`src/rtl/ascii_dec_stream_decoder_if.sv`:
```
// Byte-in / result-out handshake bundle for the ASCII decimal stream decoder.
// The master side feeds bytes and consumes results; the slave side is the decoder.
interface ascii_dec_stream_decoder_if #(
    parameter int WIDTH = 20
);
    logic [7:0]       in_data;
    logic             in_valid;
    logic             in_ready;
    logic [WIDTH-1:0] out_value;
    logic [3:0]       out_digits;
    logic             out_valid;
    logic             out_ready;
    logic             out_error;
    logic [1:0]       out_err_code;

    modport master (
        output in_data,
        output in_valid,
        input  in_ready,
        input  out_value,
        input  out_digits,
        input  out_valid,
        output out_ready,
        input  out_error,
        input  out_err_code
    );

    modport slave (
        input  in_data,
        input  in_valid,
        output in_ready,
        output out_value,
        output out_digits,
        output out_valid,
        input  out_ready,
        output out_error,
        output out_err_code
    );
endinterface

```
`src/rtl/ascii_dec_stream_decoder.sv`:
```
// Streaming ASCII-decimal to binary converter.
// Digits arrive most-significant first and are folded into an accumulator as
// acc*10 + digit. A terminator closes the field and produces one registered
// result carrying the value, the digit count and an error code. Bad characters,
// empty fields and overflow are reported rather than silently zeroed; after the
// first error the rest of the field is swallowed up to the terminator.
// The WIDTH parameter must match the WIDTH of the connected interface.
module ascii_dec_stream_decoder #(
    parameter int         WIDTH      = 20,
    parameter int         MAX_DIGITS = 7,
    parameter logic [7:0] TERM_CHAR  = 8'h0D
) (
    input  logic                        clk,
    input  logic                        rst_n,
    ascii_dec_stream_decoder_if.slave   bus
);

    localparam int         EXT_W   = WIDTH + 4;
    localparam logic [3:0] MAX_CNT = 4'(MAX_DIGITS);

    typedef enum logic [1:0] {
        IDLE  = 2'd0,
        ACCUM = 2'd1,
        FLUSH = 2'd2,
        DONE  = 2'd3
    } state_t;

    typedef enum logic [1:0] {
        ERR_OK       = 2'd0,
        ERR_BAD_CHAR = 2'd1,
        ERR_OVERFLOW = 2'd2,
        ERR_EMPTY    = 2'd3
    } err_t;

    state_t           state_q, state_n;
    err_t             err_q, err_n;
    logic [WIDTH-1:0] acc_q, acc_n;
    logic [3:0]       cnt_q, cnt_n;

    logic [WIDTH-1:0] out_value_q;
    logic [3:0]       out_digits_q;
    logic             out_valid_q;
    logic             out_error_q;
    logic [1:0]       out_err_code_q;
    logic             in_ready_q;

    logic             accept;
    logic             is_term;
    logic             is_digit;
    logic [3:0]       digit_val;
    logic [EXT_W-1:0] digit_ext;
    logic [EXT_W-1:0] acc_ext;
    logic [EXT_W-1:0] next_ext;
    logic             value_ovf;
    logic             cnt_full;

    assign accept    = bus.in_valid & in_ready_q;
    assign is_term   = (bus.in_data == TERM_CHAR);
    assign is_digit  = (bus.in_data >= 8'h30) && (bus.in_data <= 8'h39);
    // The low nibble of an ASCII digit is its numeric value.
    assign digit_val = bus.in_data[3:0];
    assign digit_ext = {{WIDTH{1'b0}}, digit_val};
    assign acc_ext   = {4'b0000, acc_q};
    // acc*10 built from two shifts; the four extra bits catch any carry past WIDTH.
    assign next_ext  = (acc_ext << 3) + (acc_ext << 1) + digit_ext;
    assign value_ovf = |next_ext[EXT_W-1:WIDTH];
    assign cnt_full  = (cnt_q == MAX_CNT);

    // Next-state and datapath updates for each accepted byte or result handshake.
    always_comb begin
        state_n = state_q;
        acc_n   = acc_q;
        cnt_n   = cnt_q;
        err_n   = err_q;
        case (state_q)
            IDLE: begin
                if (accept) begin
                    if (is_term) begin
                        err_n   = ERR_EMPTY;
                        state_n = DONE;
                    end else if (is_digit) begin
                        acc_n   = digit_ext[WIDTH-1:0];
                        cnt_n   = 4'd1;
                        state_n = ACCUM;
                    end else begin
                        err_n   = ERR_BAD_CHAR;
                        state_n = FLUSH;
                    end
                end
            end
            ACCUM: begin
                if (accept) begin
                    if (is_term) begin
                        state_n = DONE;
                    end else if (is_digit) begin
                        if (cnt_full || value_ovf) begin
                            err_n   = ERR_OVERFLOW;
                            state_n = FLUSH;
                        end else begin
                            acc_n = next_ext[WIDTH-1:0];
                            cnt_n = cnt_q + 4'd1;
                        end
                    end else begin
                        err_n   = ERR_BAD_CHAR;
                        state_n = FLUSH;
                    end
                end
            end
            FLUSH: begin
                if (accept && is_term) begin
                    state_n = DONE;
                end
            end
            DONE: begin
                if (out_valid_q && bus.out_ready) begin
                    acc_n   = '0;
                    cnt_n   = 4'd0;
                    err_n   = ERR_OK;
                    state_n = IDLE;
                end
            end
            default: begin
                state_n = IDLE;
            end
        endcase
    end

    // State, accumulator and registered result outputs; reset aborts any field.
    always_ff @(posedge clk or negedge rst_n) begin
        if (!rst_n) begin
            state_q        <= IDLE;
            acc_q          <= '0;
            cnt_q          <= 4'd0;
            err_q          <= ERR_OK;
            in_ready_q     <= 1'b1;
            out_valid_q    <= 1'b0;
            out_value_q    <= '0;
            out_digits_q   <= 4'd0;
            out_error_q    <= 1'b0;
            out_err_code_q <= 2'd0;
        end else begin
            state_q        <= state_n;
            acc_q          <= acc_n;
            cnt_q          <= cnt_n;
            err_q          <= err_n;
            in_ready_q     <= (state_n != DONE);
            out_valid_q    <= (state_n == DONE);
            out_value_q    <= ((state_n == DONE) && (err_n == ERR_OK)) ? acc_n : '0;
            out_digits_q   <= (state_n == DONE) ? cnt_n : 4'd0;
            out_error_q    <= (state_n == DONE) && (err_n != ERR_OK);
            out_err_code_q <= (state_n == DONE) ? err_n : ERR_OK;
        end
    end

    assign bus.in_ready     = in_ready_q;
    assign bus.out_valid    = out_valid_q;
    assign bus.out_value    = out_value_q;
    assign bus.out_digits   = out_digits_q;
    assign bus.out_error    = out_error_q;
    assign bus.out_err_code = out_err_code_q;

endmodule

```
`src/flat_wrapper.sv`:
```
// flat-port wrapper written by rule: the top's interface ports become plain ports
module ascii_dec_stream_decoder_flat 
#(
    parameter int         WIDTH      = 20,
    parameter int         MAX_DIGITS = 7,
    parameter logic [7:0] TERM_CHAR  = 8'h0D
)
  (clk, rst_n, bus_in_data, bus_in_valid, bus_in_ready, bus_out_value, bus_out_digits, bus_out_valid, bus_out_ready, bus_out_error, bus_out_err_code);
  ascii_dec_stream_decoder_if #(.WIDTH(WIDTH)) bus_i ();
  input  logic clk;
  input  logic rst_n;
  input wire logic [$bits(bus_i.in_data)-1:0] bus_in_data;
  input wire logic [$bits(bus_i.in_valid)-1:0] bus_in_valid;
  output wire logic [$bits(bus_i.in_ready)-1:0] bus_in_ready;
  output wire logic [$bits(bus_i.out_value)-1:0] bus_out_value;
  output wire logic [$bits(bus_i.out_digits)-1:0] bus_out_digits;
  output wire logic [$bits(bus_i.out_valid)-1:0] bus_out_valid;
  input wire logic [$bits(bus_i.out_ready)-1:0] bus_out_ready;
  output wire logic [$bits(bus_i.out_error)-1:0] bus_out_error;
  output wire logic [$bits(bus_i.out_err_code)-1:0] bus_out_err_code;
  assign bus_i.in_data = bus_in_data;
  assign bus_i.in_valid = bus_in_valid;
  assign bus_in_ready = bus_i.in_ready;
  assign bus_out_value = bus_i.out_value;
  assign bus_out_digits = bus_i.out_digits;
  assign bus_out_valid = bus_i.out_valid;
  assign bus_i.out_ready = bus_out_ready;
  assign bus_out_error = bus_i.out_error;
  assign bus_out_err_code = bus_i.out_err_code;
  ascii_dec_stream_decoder #(.WIDTH(WIDTH), .MAX_DIGITS(MAX_DIGITS), .TERM_CHAR(TERM_CHAR)) u_core (.clk(clk), .rst_n(rst_n), .bus(bus_i));
endmodule
```
`config.mk`:
```
export PLATFORM = sky130hd
export DESIGN_NAME = ascii_dec_stream_decoder_flat
export DESIGN_NICKNAME = d
export VERILOG_FILES = /design/src/rtl/ascii_dec_stream_decoder_if.sv /design/src/rtl/ascii_dec_stream_decoder.sv /design/src/flat_wrapper.sv
export SDC_FILE = /design/constraint.sdc
export NUM_CORES = 1
export LEC_CHECK = 0
export CAP_MARGIN = 30
export CELL_PAD_IN_SITES_DETAIL_PLACEMENT = 1
export CELL_PAD_IN_SITES_GLOBAL_PLACEMENT = 1
export CORE_AREA = 3 3 105 107
export CTS_CLUSTER_SIZE = 28
export DETAILED_ROUTE_END_ITERATION = 12
export DIE_AREA = 0 0 108 110
export GPL_TIMING_DRIVEN = 0
export PLACE_DENSITY_LB_ADDON = 0.1
export SYNTH_ARGS = -nofsm -noshare
export SYNTH_HDL_FRONTEND = slang
export SYNTH_SLANG_ARGS = --single-unit
```
`constraint.sdc`:
```
create_clock -name clk -period 4.2 [get_ports clk]
set_input_delay 0.84 -clock clk [delete_from_list [all_inputs] [get_ports clk]]
set_output_delay 0.84 -clock clk [all_outputs]
set_load 0.1 [all_outputs]
```
[Word-level counts from Yosys, hierarchy flattened]
Cells that the tools add are included.
Word-level totals
  output and inout port bits: 29
  bits of input ports: 12
  register bits after elaboration: 57
Cells by class
  add/subtract/negate cells: 3
  bitwise logic cells: 1
  eq/ne operators: 7
  magnitude comparators: 2
  multiplexer cells: 40
  reduce and logical (&&, ||, !) cells: 10
Operators by type and width (count)
  20-bit two-way mux: 9
  20-bit case mux with 3 select lines: 1
  2-bit two-way mux: 18
  4-bit two-way mux: 9
  23-bit by 21-bit adder with 24-bit output: 1
  24-bit by 4-bit adder with 24-bit output: 1
  4-bit case mux with 3 select lines: 1
  8-bit by 4-bit equality test with 1-bit output, second input constant: 1
  8-bit by 6-bit >= comparator with 1-bit output, second input constant: 1
  8-bit by 6-bit less-or-equal comparator with 1-bit output, second input constant: 1
  2-bit case mux with 4 select lines: 1
  2-bit equality test, second input constant: 3
  2-bit case mux with 3 select lines: 1
  1-bit logical AND: 5
  4-bit by 1-bit adder with 4-bit output, second input constant: 1
  4-bit by 3-bit equality test with 1-bit output, second input constant: 1
  2-bit zero test: 2
  4-bit OR reduction: 1
  2-bit by 1-bit equality test with 1-bit output, second input constant: 1
  2-bit inequality test, second input constant: 1
  2-bit nonzero test: 1
  1-bit bitwise AND: 1
  1-bit logical OR: 1

[Depth between registers and ports, before layout]
Gate-level depths: netlist (run 1).
  depth after elaboration: 12
  mapped depth: 14

[Worst setup path before layout (run 1)]
Ideal clock, no wire load.
  path kind: input-to-reg
  from: input bus_in_data[3]
  to: register u_core.out_value_q[1] (netlist: u_core.bus.out_value[1])
  library setup time: 0.073 ns
  arrival: 3.681 ns
  data required time: 4.127 ns
  cell stages on the path: 14
  setup slack: 0.446 ns
  path through: inv_1 > fa_1 > inv_1 > fa_1 > a21oi_1 > o211ai_1 > a22oi_1 > o211ai_1 > xnor2_1 > o211a_2 > a31oi_2 > or3_4 > buf_6 > a21oi_2
On the way
  cells in the longest elaborated chain, start to end: 11
  elaborated cells on any way between the ends: 37
  those cells by class: add/sub (1); order compare (2); eq/ne (2); mux (26); reduce/logical (6)
Ends and longest elaborated chain
  start, declared: line flat_wrapper.sv:12  | input wire logic [$bits(bus_i.in_data)-1:0] bus_in_data;
  24-bit by 4-bit adder with 24-bit output: line ascii_dec_stream_decoder.sv:65  | assign next_ext = (acc_ext << 3) + (acc_ext << 1) + digit_ext;
  4-bit OR reduction: line ascii_dec_stream_decoder.sv:66  | assign value_ovf = |next_ext[EXT_W-1:WIDTH];
  1-bit logical OR: line ascii_dec_stream_decoder.sv:96  | if (cnt_full || value_ovf) begin
  2-bit two-way mux: line ascii_dec_stream_decoder.sv:96
  2-bit two-way mux: line ascii_dec_stream_decoder.sv:95  | end else if (is_digit) begin
  2-bit two-way mux: line ascii_dec_stream_decoder.sv:93  | if (is_term) begin
  2-bit two-way mux: line ascii_dec_stream_decoder.sv:92  | if (accept) begin
  2-bit case mux with 3 select lines (*): line ascii_dec_stream_decoder.sv:75  | case (state_q)
  named net u_core.err_n[1]: line ascii_dec_stream_decoder.sv:36  | err_t err_q, err_n;
  2-bit zero test (*): line ascii_dec_stream_decoder.sv:148  | out_value_q <= ((state_n == DONE) && (err_n == ERR_OK)) ? acc_n : '0;
  1-bit logical AND (*): line ascii_dec_stream_decoder.sv:148
  20-bit two-way mux (*): line ascii_dec_stream_decoder.sv:148
  end signal, assigned: line ascii_dec_stream_decoder.sv:148
  end, declared: line ascii_dec_stream_decoder.sv:40  | logic [WIDTH-1:0] out_value_q;
The timed path passes the listed nets; every way through them passes the cells marked *.

[Worst setup path after layout (run 1)]
  from: input bus_in_data[3]
  to: register u_core.out_value_q[17] (netlist: u_core.bus.out_value[17])
On the way
  cells in the longest elaborated chain, start to end: 11
  elaborated cells on any way between the ends: 37
  those cells by class: add/sub (1); order compare (2); eq/ne (2); mux (26); reduce/logical (6)
Ends and longest elaborated chain (line)
  24-bit by 4-bit adder with 24-bit output: ascii_dec_stream_decoder.sv:65
  4-bit OR reduction: ascii_dec_stream_decoder.sv:66
  1-bit logical OR: ascii_dec_stream_decoder.sv:96
  2-bit two-way mux: ascii_dec_stream_decoder.sv:96
  2-bit two-way mux: ascii_dec_stream_decoder.sv:95
  2-bit two-way mux: ascii_dec_stream_decoder.sv:93
  2-bit two-way mux: ascii_dec_stream_decoder.sv:92
  2-bit case mux with 4 select lines or 2-bit case mux with 3 select lines (tied branches): ascii_dec_stream_decoder.sv:75
  2-bit equality test or 2-bit zero test (tied branches): ascii_dec_stream_decoder.sv:148
  1-bit logical AND: ascii_dec_stream_decoder.sv:148
  20-bit two-way mux (*): ascii_dec_stream_decoder.sv:148
Mark *: on every way between the ends. The rest lies on a longest branch, timed or not.

==> flow_summary.toml, run 1 <==
[min_path]
holdCritPathClass = "in -> async"

[synth]
synth_edf_count = 0
synth.area.top_cells = "dfrtp_1 (37%), ha_1 (13%), nand2_1 (6.5%), a21oi_2 (5.3%), nand3_1 (3.9%)"
synth_xor_area_frac = 0.04084
synth_flop_cell = "dfrtp_1"
synth-seq-cells = 57
synthAdderAreaFrac = 0.1411
synth_cells = 412
ys_async_sr_fraction = 1.000
synth_area_leader_cell = "dfrtp_1"
synthMuxAreaShare = 0
synth_warnings = 0
synth_top_family_by_area = "compound AO/OA/AOI/OAI gates"
synthesis.area_um2 = 3830
syn_avg_cell_area_um2 = 9.296
syn_nets = 466
synth_top_area_share = 0.3659
netlist-cell-type-count = 61
synth-simple-area-share = 0.1888
seq_area_frac_synth = 0.3728
synth_compound_gate_area_share = 0.2215

[placed_design]
hpwl_um = 7752
pre_cts_slack_ns = -0.6746
dp.cells = 589
place_congestion = 0.7803
io_buffers = 40

[sta]
max_slew.worst_pin.slew_ns = 1.001
relSlewSlack = 0.3307
fin_worst_skew_ns = 0.01786
fin_crit_sh = 0.9237
holdWs_ns = 0.5259
fin_ws_ns = 0.3203
grt_setup_unrepaired = "no"
hold_viol_final = 0
fmax_mhz = 257.8
setup_viol = 0
period_needed_ns = 3.880
drv_slew = 0

[detailed_routing]
first_pass_iters = 4
drc_errors = 0
final_antenna_net_count = 0
wl_per_cell_um = 16.39
via_count = 3243
drt_iter0_drc = 77
viasPerCell = 5.308
finalWirelength_um = 10010

[floorplan]
core_area_um2 = 10230
ioPinCount = 41
die-width_um = 108
die_h_um = 110
dieArea_um2 = 11880
initial_core_util = 0.3743
rows = 37

[global_routing]
gr-total-overflow = 0
first_global_vias = 3433
antenna_found_initial = 0
grt_pass1_wl_um = 17030
grt_max_degree = 31
grt_use_total = 0.1836

[setup_path]
startpoint_type = "input port"
cp_max_fo = 4
regToRegStartpoint = "u_core.acc_q[2]"
endpoint_kind = "flip-flop"
reg2regPathDepth = 14
timing.rr.end = "u_core.bus.out_value[17]"
r2r_slack_ns = 0.58
cp.required_ns = 4.47
crit_arrival_ns = 4.15
critical_path.slowest_cell = "fa_1"
slowest_delay_ns = 0.53
crit_chain = "clkbuf_2 > inv_1 > fa_1 > inv_1 > fa_2 > a21oi_2 > o211ai_1 > a22oi_1 > o211ai_1 > xnor2_1 > buf_4 > o211ai_2 > nor4_4 > or3b_4 > a21oi_2"
path_class = "in -> reg"

[final_layout]
layout-drive-gt1-share = 0.1600
n_antenna_cell = 0
ff_latch_area_um2 = 1428
area_growth_pct = 23.03
final_nets = 524
fillers = 1192
fin_cells = 611
multi_input_area_um2 = 2302

[status]
outcome = "finished clean"

[clock_tree]
cts.sinks = 57
h-tree-depth = 3
cts_hold_buf = 0
insertion_delay_ns = 0.36
clkTransAtPathRegs_ns = 0.07
cts-buffers-inserted = 9
cts_tree = "done"
cts_root_buf = "clkbuf_8"
clock_path_buffers = 2

[flow_run]
drv_cap = 0

[power]
peakVddDrop_uv = 185.9
p_total_mw = 1.480
power_density_nw_per_um2 = 314.2
p_leak_nw = 2.282
[synth_stat cells (all sizes together) (2+ instances only)]
library cell and number:
a41oi 2, nor3 6, nand2 66, inv 13, nand2b 2, nand3 32, ha 40, fa 2
o211a 3, a21o 5, nor2 23, o31ai 3, o21ai 19, a21oi 50, nand4 5, a211oi 3
xnor2 8, clkbuf 7, o22ai 2, dfrtp 56, and2 8, a31oi 2, o2111ai 2, a22oi 4
o31a 2, o21a 6, o21bai 2, buf 8, o211ai 6, xor2 9
[flip-flops by register name, summed over array words and instances, names as in the netlist]
register / count
u_core.acc_q: 20
u_core.bus.out_value: 20
u_core.bus.out_digits: 4
u_core.cnt_q: 4
u_core.bus.out_err_code: 2
u_core.err_q: 2
u_core.state_q: 2
u_core.bus.in_ready: 1
u_core.bus.out_error: 1
u_core.bus.out_valid: 1
[placed cells by master (no fill, tap or decap), types with 7 or more instances in the layout]
cell             instances
xnor2_1                  8
a21oi_2                 23
nand2_1                 66
a21oi_1                 25
nor2_1                  23
clkbuf_8                 9
o21ai_0                 15
dfrtp_1                 56
ha_1                    40
buf_4                    7
inv_1                   13
xor2_1                   8
and2_1                   7
clkdlybuf4s50_1         36
clkbuf_1                 7
nand3_1                 30
[final cells by class]
cell class,count,share of cell area
clock buffers,9,0.02629
multi-input cells,327,0.4886
plain buffers,15,0.02151
well taps,136,0.03611
clock inverters,7,0.01646
flip-flops and latches,57,0.3030
repair buffers,47,0.09772
inverters,13,0.01036
[logic make-up after synthesis]
| family | count (synthesis) |
|---|---|
| buf+inv | 28 |
| flops | 57 |
| fa+ha+maj | 42 |
| xor+xnor | 17 |
| simple gates | 152 |
| compound gates | 116 |
[critical path, delay by kind of cell]
family	cells	cell delay [ns]
buffers and inverters	4	0.40
adders and majority gates	2	0.94
AOI/OAI and AO/OA	6	0.90
and+or+nand+nor	2	0.82
xor gates and xnor gates	1	0.25
[report_power, final]
group | total, mW | switching [mW] | internal (mW)
sequential | 0.601 | 0.0229 | 0.578
clock | 0.535 | 0.256 | 0.279
combinational | 0.345 | 0.255 | 0.0901
total | 1.48 | 0.533 | 0.947
[worst max path at each step]
stage	from	to	slack (ns)	cells after the start
2_1_floorplan	bus_in_data[3]	u_core.bus.out_value[1]	0.45	14
3_3_place_gp	bus_in_data[3]	u_core.bus.out_value[2]	-0.60	15
3_5_place_dp	bus_in_data[3]	u_core.bus.out_value[2]	-0.67	15
4_1_cts	bus_in_data[2]	u_core.bus.out_value[10]	0.22	14
5_1_grt	bus_in_data[3]	u_core.bus.out_value[17]	0.04	15
6_report	bus_in_data[3]	u_core.bus.out_value[17]	0.32	15
[metrics by stage]
| stage | utilization | instance area [µm²] | TNS, ns |
|---|---|---|---|
| finish | 0.4606 | 4712 | 0 |
| global route | 0.4606 | 4712 | 0 |
| CTS | 0.4604 | 4711 | 0 |
| detailed placement | 0.4316 | 4415 | -26.02 |
| global placement | 0.4301 | 4400 | -23.03 |
| floorplan | - | 3830 | 0 |
[layer usage]
layer,vias to the layer above,track usage,part of all wire
li1,1599,-,-
met1,1594,0.2428,0.47
met2,40,0.3046,0.49
met3,10,0.03611,0.027
met4,0,0.05771,0.013
met5,-,0,0
[repair_timing]
action / 4_1_cts / 5_1_grt
buffers inserted: 6 / 0
pin swaps: 9 / 6
setup endpoints to repair: 44 / 8
gates resized for setup: 12 / 4
Power figures use the tool's default switching activity.
==> inputs of run 2 (changes only) <==
Settings changed: SLEW_MARGIN from default to 20.
==> flow_summary.toml, run 2 (synthesis gave the netlist of run 1 again) <==
[status]
outcome = "finished clean"

[detailed_routing]
drt_iter0_drc = 89
finalWirelength_um = 10030
wl_per_cell_um = 16.47
via_count = 3247
first_pass_iters = 4
final_antenna_net_count = 0
viasPerCell = 5.332
drc_errors = 0

[clock_tree]
insertion_delay_ns = 0.36
cts_hold_buf = 0
clkTransAtPathRegs_ns = 0.08
cts_tree = "done"
h-tree-depth = 3
clock_path_buffers = 2
cts-buffers-inserted = 9
cts.sinks = 57
cts_root_buf = "clkbuf_8"

[sta]
setup_viol = 0
relSlewSlack = 0.3294
grt_setup_unrepaired = "no"
holdWs_ns = 0.4024
fin_crit_sh = 0.9489
fin_worst_skew_ns = 0.01437
drv_slew = 0
max_slew.worst_pin.slew_ns = 1.003
period_needed_ns = 3.985
hold_viol_final = 0
fmax_mhz = 250.9

[setup_path]
cp_max_fo = 10
path_class = "in -> reg"
slowest_delay_ns = 0.46
crit_chain = "clkdlybuf4s50_1 > ha_1 > ha_1 > fa_2 > a21oi_2 > o211ai_1 > a22oi_1 > o211ai_1 > xnor2_1 > o211a_2 > a31oi_4 > or3_4 > buf_8 > a21oi_2"
endpoint_kind = "flip-flop"
crit_arrival_ns = 4.27
startpoint_type = "input port"
critical_path.slowest_cell = "clkdlybuf4s50_1"
cp.required_ns = 4.48

[floorplan]
die_h_um = 110
die-width_um = 108
rows = 37
initial_core_util = 0.3743
dieArea_um2 = 11880
ioPinCount = 41
core_area_um2 = 10230

[min_path]
holdCritPathClass = "in -> async"

[global_routing]
grt_pass1_wl_um = 16880
gr-total-overflow = 0
antenna_found_initial = 0
grt_max_degree = 31
first_global_vias = 3396
grt_use_total = 0.1821

[final_layout]
final_cell_mix = "nand2_1 (66), dfrtp_1 (56), ha_1 (40), clkdlybuf4s50_1 (38), nand3_1 (30)"
fillers = 1187
area_growth_pct = 22.41
final_nets = 522
n_antenna_cell = 0
multi_input_area_um2 = 2292
fin_area_um2 = 4688
final_common_cell = "nand2_1"
layout-drive-gt1-share = 0.1522
ff_latch_area_um2 = 1428

[placed_design]
placed_area_um2 = 4418
io_buffers = 40
hpwl_um = 7773
place_congestion = 0.7803

[power]
p_leak_nw = 2.252
peakVddDrop_uv = 170.4
power_density_nw_per_um2 = 318.0

[flow_run]
drv_cap = 0
[run 2: changes by cell type in the layout (fill, tap and decap cells not counted)]
cell             previous run  this run
dlymetal6s2s_1              2         0
clkdlybuf4s50_1            36        38
clkbuf_2                    1         0
buf_4                       7         6
a21oi_2                    23        24
or3b_1                      0         1
a21oi_4                     2         1
buf_2                       4         3
dlygate4sd2_1               0         1
or3b_4                      1         0
clkinv_4                    2         1
inv_6                       2         3
[run 2: timing repair]
action	4_1_cts	5_1_grt
gates cloned	0	0
resized for setup	10	0
endpoints found under the setup margin	43	4
pin swaps	7	1
buffers inserted	4	0
[run 2: metal layers]
layer / vias up / wire length (µm) / global-route usage
met3: 13 / 274 / 0.03494
met4: 0 / 155 / 0.06402
met5: - / 0 / 0
met2: 34 / 4723 / 0.2935
li1: 1603 / - / -
met1: 1597 / 4875 / 0.2459
[run 2: worst paths after layout]
path,start,to,slack [ns],cells after the start
max,bus_in_data[2],u_core.bus.out_value[10],0.21,14
min,rst_n,u_core.acc_q[10],0.40,1
max reg2reg,u_core.acc_q[2],u_core.bus.out_value[10],0.66,14
min reg2reg,u_core.cnt_q[2],u_core.cnt_q[2],0.53,1
max in group asynchronous,rst_n,u_core.bus.in_ready,3.24,2
min in group clk,u_core.cnt_q[2],u_core.cnt_q[2],0.53,1
[run 2: metrics by stage]
step	setup TNS [ns]	setup WS (ns)	total power, mW	cells	utilization
3_3_place_gp	-23.03	-0.6032	0.9455	588	0.4301
5_1_grt	0	0.004691	1.561	609	0.4582
3_5_place_dp	-25.84	-0.6678	0.9525	589	0.4318
2_1_floorplan	0	0.4460	0.8471	412	-
4_1_cts	0	0.1720	1.508	609	0.4582
6_report	0	0.2147	1.491	609	0.4582
[run 2: area by class of cell]
| cell class | count | share of cell area |
|---|---|---|
| inverters | 13 | 0.01041 |
| clock buffers | 9 | 0.02642 |
| flip-flops and latches | 57 | 0.3045 |
| well taps | 136 | 0.03630 |
| clock inverters | 7 | 0.01655 |
| multi-input cells | 327 | 0.4889 |
| repair buffers | 45 | 0.09528 |
| plain buffers | 15 | 0.02162 |
[run 2: worst max-delay path: cells and delay by family]
kind / cells / cell delay, ns
compound gates: 7 / 1.21
simple gates: 1 / 0.44
buf+inv: 2 / 0.63
fa+ha+maj: 3 / 0.91
xor+xnor: 1 / 0.22
[run 2: where the power goes]
part	internal [mW]	leakage [nW]	switching (mW)
logic	0.0908	1.37	0.255
clock network	0.280	0.101	0.265
registers	0.578	0.784	0.0223
total	0.949	2.25	0.542
